===== config.mk =====
export PLATFORM = sky130hd
export DESIGN_NAME = serial_word_feeder
export DESIGN_NICKNAME = d
export VERILOG_FILES = /design/src/rtl/serial_word_feeder.sv
export SDC_FILE = /design/constraint.sdc
export NUM_CORES = 1
export LEC_CHECK = 0
export CORE_MARGIN = 2
export CORE_UTILIZATION = 59
export CTS_BUF_LIST = sky130_fd_sc_hd__clkbuf_2
export CTS_CLUSTER_DIAMETER = 50
export CTS_CLUSTER_SIZE = 30
export DETAILED_ROUTE_END_ITERATION = 10
export PLACE_DENSITY = 0.86
export SLEW_MARGIN = 0
export SYNTH_ARGS = -nofsm -noshare
export SYNTH_HDL_FRONTEND = slang
export SYNTH_SLANG_ARGS = --single-unit
export TNS_END_PERCENT = 1

===== constraint.sdc =====
create_clock -name clk -period 2.9 [get_ports clk]
set_input_delay 0.435 -clock clk [delete_from_list [all_inputs] [get_ports clk]]
set_output_delay 0.435 -clock clk [all_outputs]
set_load 0.01 [all_outputs]

===== src/rtl/serial_word_feeder.sv =====
// serial_word_feeder: parallel-to-serial front end feeding the 1011 detector
module serial_word_feeder #(
    parameter int WIDTH     = 8,
    parameter bit MSB_FIRST = 1
) (
    input  logic             clk,
    input  logic             reset,
    input  logic [WIDTH-1:0] din,
    input  logic             din_valid,
    output logic             din_ready,
    output logic             x,
    output logic             x_valid,
    output logic             busy
);
    localparam int CW = $clog2(WIDTH);

    typedef enum logic {IDLE, SHIFT} state_t;

    state_t           state;
    logic [WIDTH-1:0] sr;
    logic [WIDTH-1:0] hold;
    logic [CW-1:0]    cnt;
    logic             hold_full;
    logic             accept;
    logic             last;
    logic [WIDTH-1:0] sr_next;

    assign accept    = din_valid && !hold_full;
    assign last      = (state == SHIFT) && (cnt == CW'(WIDTH - 1));
    assign sr_next   = MSB_FIRST ? {sr[WIDTH-2:0], 1'b0} : {1'b0, sr[WIDTH-1:1]};
    assign din_ready = !hold_full;
    assign x_valid   = (state == SHIFT);
    assign x         = (state == SHIFT) && (MSB_FIRST ? sr[WIDTH-1] : sr[0]);
    assign busy      = (state == SHIFT) || hold_full;

    // Shift engine: at a word boundary a held word wins over a bypass load so order is kept
    always_ff @(posedge clk or posedge reset) begin
        if (reset) begin
            state     <= IDLE;
            sr        <= '0;
            hold      <= '0;
            cnt       <= '0;
            hold_full <= 1'b0;
        end else begin
            case (state)
                IDLE: begin
                    if (accept) begin
                        sr    <= din;
                        cnt   <= '0;
                        state <= SHIFT;
                    end
                end
                SHIFT: begin
                    if (!last) begin
                        sr  <= sr_next;
                        cnt <= cnt + 1'b1;
                        if (accept) begin
                            hold      <= din;
                            hold_full <= 1'b1;
                        end
                    end else if (hold_full) begin
                        sr        <= hold;
                        cnt       <= '0;
                        hold_full <= 1'b0;
                    end else if (accept) begin
                        sr  <= din;
                        cnt <= '0;
                    end else begin
                        cnt   <= '0;
                        state <= IDLE;
                    end
                end
                default: state <= IDLE;
            endcase
        end
    end
endmodule


==> results_dict.tcl, run 1 <==
set metrics [dict create \
    cp.arrival_ps 1840 \
    vias 734 \
    cp_num_buf_inv 1 \
    hold_viol_final 0 \
    avgViaCountPerCell 6.02 \
    dp_cells 118 \
    crit_type "reg2out" \
    crit_required_ps 2470 \
    ys_types 23 \
    skew_ps 14.9 \
    pin_count 15 \
    synth-edff-count 0 \
    synth_warnings 0 \
    cts_max_path_buffers 2 \
    crit_slowest_cell "dfrtp_1" \
    dieArea_sq_mm 0.00206 \
    switching_share_pct 37.0 \
    drv_slew 0 \
    antenna_found_initial 0 \
    port_buffers 14 \
    ys_seq_area_share_pct 52.0 \
    cp_slowest_stage_delay_ps 760 \
    core-area_sq_mm 0.00156 \
    cts_htree_levels 1 \
    clock_latency_ps 330 \
    layout_common_cells "21 x dfrtp_1, 20 x nand2_1, 14 x clkdlybuf4s50_1, 8 x mux2_2, 7 x a32oi_1" \
    synth_ff_type "dfrtp_1" \
    worstPathMaxFanout 20 \
    ctsResizeCount 0 \
    min_period_ps 2280 \
    grt_pass1_wl_um 3080 \
    status "completed" \
    setup_tns_ps 0 \
    maxCapViolations 0 \
    synth-seq-cells 21 \
    n_antenna_cell 0 \
    dpl.hpwl_um 1330 \
    power.leakage_uw 0.000500 \
    internal_power_uw 713 \
    cts_buffers 3 \
    min_path_type "in2async" \
    async_flop_share_pct 100 \
    cts.sinks 21 \
    drcViolationCount 0 \
    cts_tree "done" \
    grt_use_total_pct 21.2 \
    first_global_vias 726 \
    syn_area_sq_mm 0.00101 \
    die_y_um 45.4 \
    setup_viol 0 \
    layout-area-overhead-vs-synth_pct 14.5 \
    fin_crit_sh_pct 78.5 \
    cts_setup_buffers 0 \
    gp_congestion 0.771 \
    num_rows 14 \
    pwr-share-seq_pct 48.6 \
    drt_wl_total_um 1910 \
    power_frac_comb_pct 40.4 \
    drive_above_1_share_pct 16.0 \
    start_util_pct 64.8 \
    grt_start_max_net_pins 22 \
    worst_slack_ps 623 \
    syn_nets 106 \
    worstMarginPinSlew_ps 764 \
    stdcell_count 122 \
    fin_nets 120 \
    critPathLaunchType "flip-flop" \
    dr.pass1.iters 4 \
    p_per_area_mw_per_mm2 978 \
    grt_overflow 0 \
    dieWidth_um 45.4 \
    hold_buffers 0 \
    p_clk_share_pct 11.0 \
    switchingPower_uw 419 \
    relSlewSlack_pct 49.0 \
    synth_cells 93 \
    crit_family "flip-flops" \
    drtIter0Drc 24 \
    crit_chain "and2_1 > clkdlybuf4s50_1" \
    rsz0062_at_grt "no" \
    fmax_ghz 0.439 \
    routedWlPerCell_um 15.7 \
    ir_worst_vdd_v 0.000613 \
    ant_nets 0 \
    cts_root_buffer "clkbuf_2" \
    critPathCaptureType "output port" \
    final_common_cell "dfrtp_1" \
    syn_avg_cell_area_sq_um 10.9 \
    clk_pin_slew_ps 200 \
    preCtsSetupSlack_ps 958 \
]
-- power groups by stage --
stage          Sequential, uW  Combinational (uW)  Clock [uW]
2_1_floorplan             499                 384           0
5_1_grt                   571                 512         131
4_1_cts                   548                 458         125
3_3_place_gp              549                 440           0
6_report                  550                 457         124
3_5_place_dp              557                 456           0
-- registers in the layout (all words and copies together) (netlist names) --
name	cells
cnt	3
x_valid	1
hold	8
sr	8
hold_full	1
-- worst paths after layout --
path                         start        end  slack [ps]  cells past startpoint
max in group asynchronous    reset    hold[6]        1910                      2
min in group clk           hold[6]    hold[6]         530                      1
min                          reset  hold_full         500                      2
max                        x_valid          x         620                      2
max reg2reg                 cnt[0]    hold[6]         930                      5
min reg2reg                hold[6]    hold[6]         530                      1
-- cell usage after synthesis, types with 2 or more instances --
master    count  area share (%)
dfrtp_1      21              52
nand2_1      20             7.4
mux2_2        8             8.9
a32oi_1       7             6.1
o22ai_1       6             3.7
o21ai_0       5             2.5
buf_2         3             1.5
inv_1         3             1.1
a211oi_1      2             1.5
a21oi_1       2            0.99
ha_1          2             2.5
nand3b_1      2             1.5
nor2b_1       2             1.2
-- through the flow --
stage                     util, %  hold WS, ps  total power, uW  instance area [sq um]
after detailed placement     73.0          499             1010                   1140
after global placement       73.0          489              989                   1140
after floorplan                 -          412              882                   1010
after global routing         74.2          558             1210                   1160
after CTS                    74.2          538             1130                   1160
final                        74.2          504             1130                   1160
-- routing by layer --
metal / global-route usage [%] / up-vias / routed length, um
met3: 3.97 / 3 / 142
met5: 0 / - / 0
met2: 34.4 / 30 / 899
met4: 8.82 / 0 / 24
li1: - / 359 / -
met1: 27.7 / 342 / 845
-- cell type report --
| type | count | area [sq um] |
|---|---|---|
| Inverter | 3 | 11.3 |
| Fill cell | 111 | 402 |
| Tap cell | 16 | 20.0 |
| Sequential cell | 21 | 526 |
| Clock buffer | 4 | 20.0 |
| Timing Repair Buffer | 14 | 140 |
| Multi-Input combinational cell | 64 | 440 |
-- cell families (layout without fill, tap and decap cells) --
group                      count (synthesis)  in the layout  synth area share [%]
DFF                                       21             21                  52.0
buffers and inverters                      8             21                  4.46
and+or+nand+nor                           31             31                  17.0
muxes                                      8              8                  8.91
adders and majority gates                  2              2                  2.47
AOI/OAI and AO/OA                         23             23                  15.2
(Power assumes the default switching activity.)
==> run 2, diff against run 1 <==
- CORE_UTILIZATION: 59 -> 49
- PLACE_DENSITY: 0.86 -> 0.76
- clock period: 2.9 -> 2 ns (I/O delays scaled with it)
==> results_dict.tcl, run 2 (same netlist as run 1, synthesis figures left out) <==
set metrics [dict create \
    status "completed" \
    min_period_ps 1890 \
    pwr-share-seq_pct 45.3 \
    crit_family "flip-flops" \
    cts_setup_buffers 0 \
    cts_max_path_buffers 2 \
    cts_root_buffer "clkbuf_2" \
    design_area_sq_mm 0.00121 \
    critPathCaptureType "output port" \
    layout-area-overhead-vs-synth_pct 19.9 \
    cp_num_buf_inv 1 \
    port_buffers 14 \
    clk_pin_slew_ps 190 \
    start_util_pct 51.5 \
    internal_power_uw 1070 \
    regArea_sq_um 527 \
    vias 775 \
    crit_slowest_cell "dfrtp_2" \
    fillCellCount 192 \
    worstMarginPinSlew_ps 265 \
    clock_latency_ps 320 \
    drv_slew 0 \
    ctsResizeCount 0 \
    crit_required_ps 1700 \
    rsz0062_at_grt "no" \
    skew_ps 4.63 \
    dr.pass1.iters 4 \
    cts_htree_levels 1 \
    pin_count 15 \
    maxCapViolations 0 \
    power.leakage_uw 0.000532 \
    grt_pass1_wl_um 3200 \
    layout_common_cells "20 x nand2_1, 20 x dfrtp_1, 13 x clkdlybuf4s50_1, 8 x mux2_2, 7 x a32oi_1" \
    cp_slowest_stage_delay_ps 500 \
    min_path_type "in2async" \
    hold_buffers 0 \
    gp_congestion 0.796 \
    worstPathMaxFanout 9 \
    dpl.hpwl_um 1320 \
    crit_chain "or2_2 > clkdlybuf4s50_1" \
    setup_viol 0 \
    p_per_area_mw_per_mm2 1380 \
    critPathLaunchType "flip-flop" \
    grtUsageMet3_pct 3.99 \
    dp_cells 134 \
    cts_tree "done" \
    dpl_cell_area_sq_mm 0.00119 \
    fmax_ghz 0.529 \
    dieWidth_um 49.4 \
    switchingPower_uw 595 \
    switching_share_pct 35.7 \
    stdcell_count 138 \
    power_frac_comb_pct 44.1 \
    grt_start_max_net_pins 22 \
    final_util_pct 61.8 \
    crit_type "reg2out" \
    antenna_found_initial 0 \
    multi_input_area_sq_um 440 \
    fin_crit_sh_pct 94.4 \
    avgViaCountPerCell 5.62 \
    fin_nets 125 \
    p_clk_share_pct 10.7 \
    hold_viol_final 0 \
    setup_tns_ps 0 \
    grt_overflow 0 \
    dieArea_sq_mm 0.00244 \
    n_antenna_cell 0 \
    drcViolationCount 0 \
    cp.arrival_ps 1590 \
    ant_nets 0 \
    drt_wl_total_um 1860 \
    num_rows 16 \
    relSlewSlack_pct 82.4 \
    cts_buffers 3 \
    ir_worst_vdd_v 0.000764 \
    drtIter0Drc 12 \
    first_global_vias 714 \
    cts.sinks 21 \
    largestRegisters "hold (8), sr (8), cnt (3)" \
    met2_usage_pct 27.3 \
    die_y_um 49.4 \
    grt_use_met1_pct 23.0 \
    whs_ps 284 \
    routedWlPerCell_um 13.5 \
    drive_above_1_share_pct 20.7 \
    core-area_sq_mm 0.00196 \
    busiest_layer "met2" \
    grt_use_total_pct 17.5 \
]
[run 2: changes by cell type in the layout (fill, tap and decap cells not counted)]
cell / delta
buf_4: +5
dfrtp_2: +1
dlymetal6s2s_1: +1
clkdlybuf4s50_1: -1
dfrtp_1: -1
[run 2: metrics by stage]
| stage | worst slack [ps] | total power (uW) |
|---|---|---|
| finish | 111 | 1670 |
| global route | 30.9 | 1820 |
| CTS | 59.4 | 1690 |
| detailed placement | 279 | 1510 |
| global placement | 301 | 1470 |
| floorplan | 375 | 1280 |
[run 2: power groups by stage]
stage          sequential [uW]  clock (uW)  combinational (uW)
6_report                   755         178                 735
5_1_grt                    780         206                 831
4_1_cts                    755         187                 747
3_5_place_dp               768           0                 745
3_3_place_gp               759           0                 715
2_1_floorplan              723           0                 556
[run 2: routing by layer]
layer	routed length [um]	share of wire (%)
met5	0	0
met4	29	1.6
met3	66	3.6
met2	884	48
met1	878	47
[run 2: area by class of cell]
class / instances / area share [%]
Clock buffer: 4 / 1.65
Inverter: 3 / 0.929
Multi-Input combinational cell: 64 / 36.3
Sequential cell: 21 / 43.4
Tap cell: 27 / 2.79
Timing Repair Buffer: 19 / 14.9
[run 2: path summary, 6_finish.rpt]
path / endpoint / slack, ps / from / cells after the start
setup / recovery: busy / 110 / hold_full / 2
hold / removal: sr[1] / 280 / reset / 3
setup reg to reg: hold[5] / 280 / cnt[0] / 5
hold reg to reg: hold[0] / 530 / hold[0] / 1
max in group asynchronous: hold_full / 1490 / reset / 3
min in group clk: hold[0] / 530 / hold[0] / 1
[run 2: worst min-delay path: stages]
cell,delay (ps)
clkdlybuf4s50_1,400
inv_1,50
buf_4,260
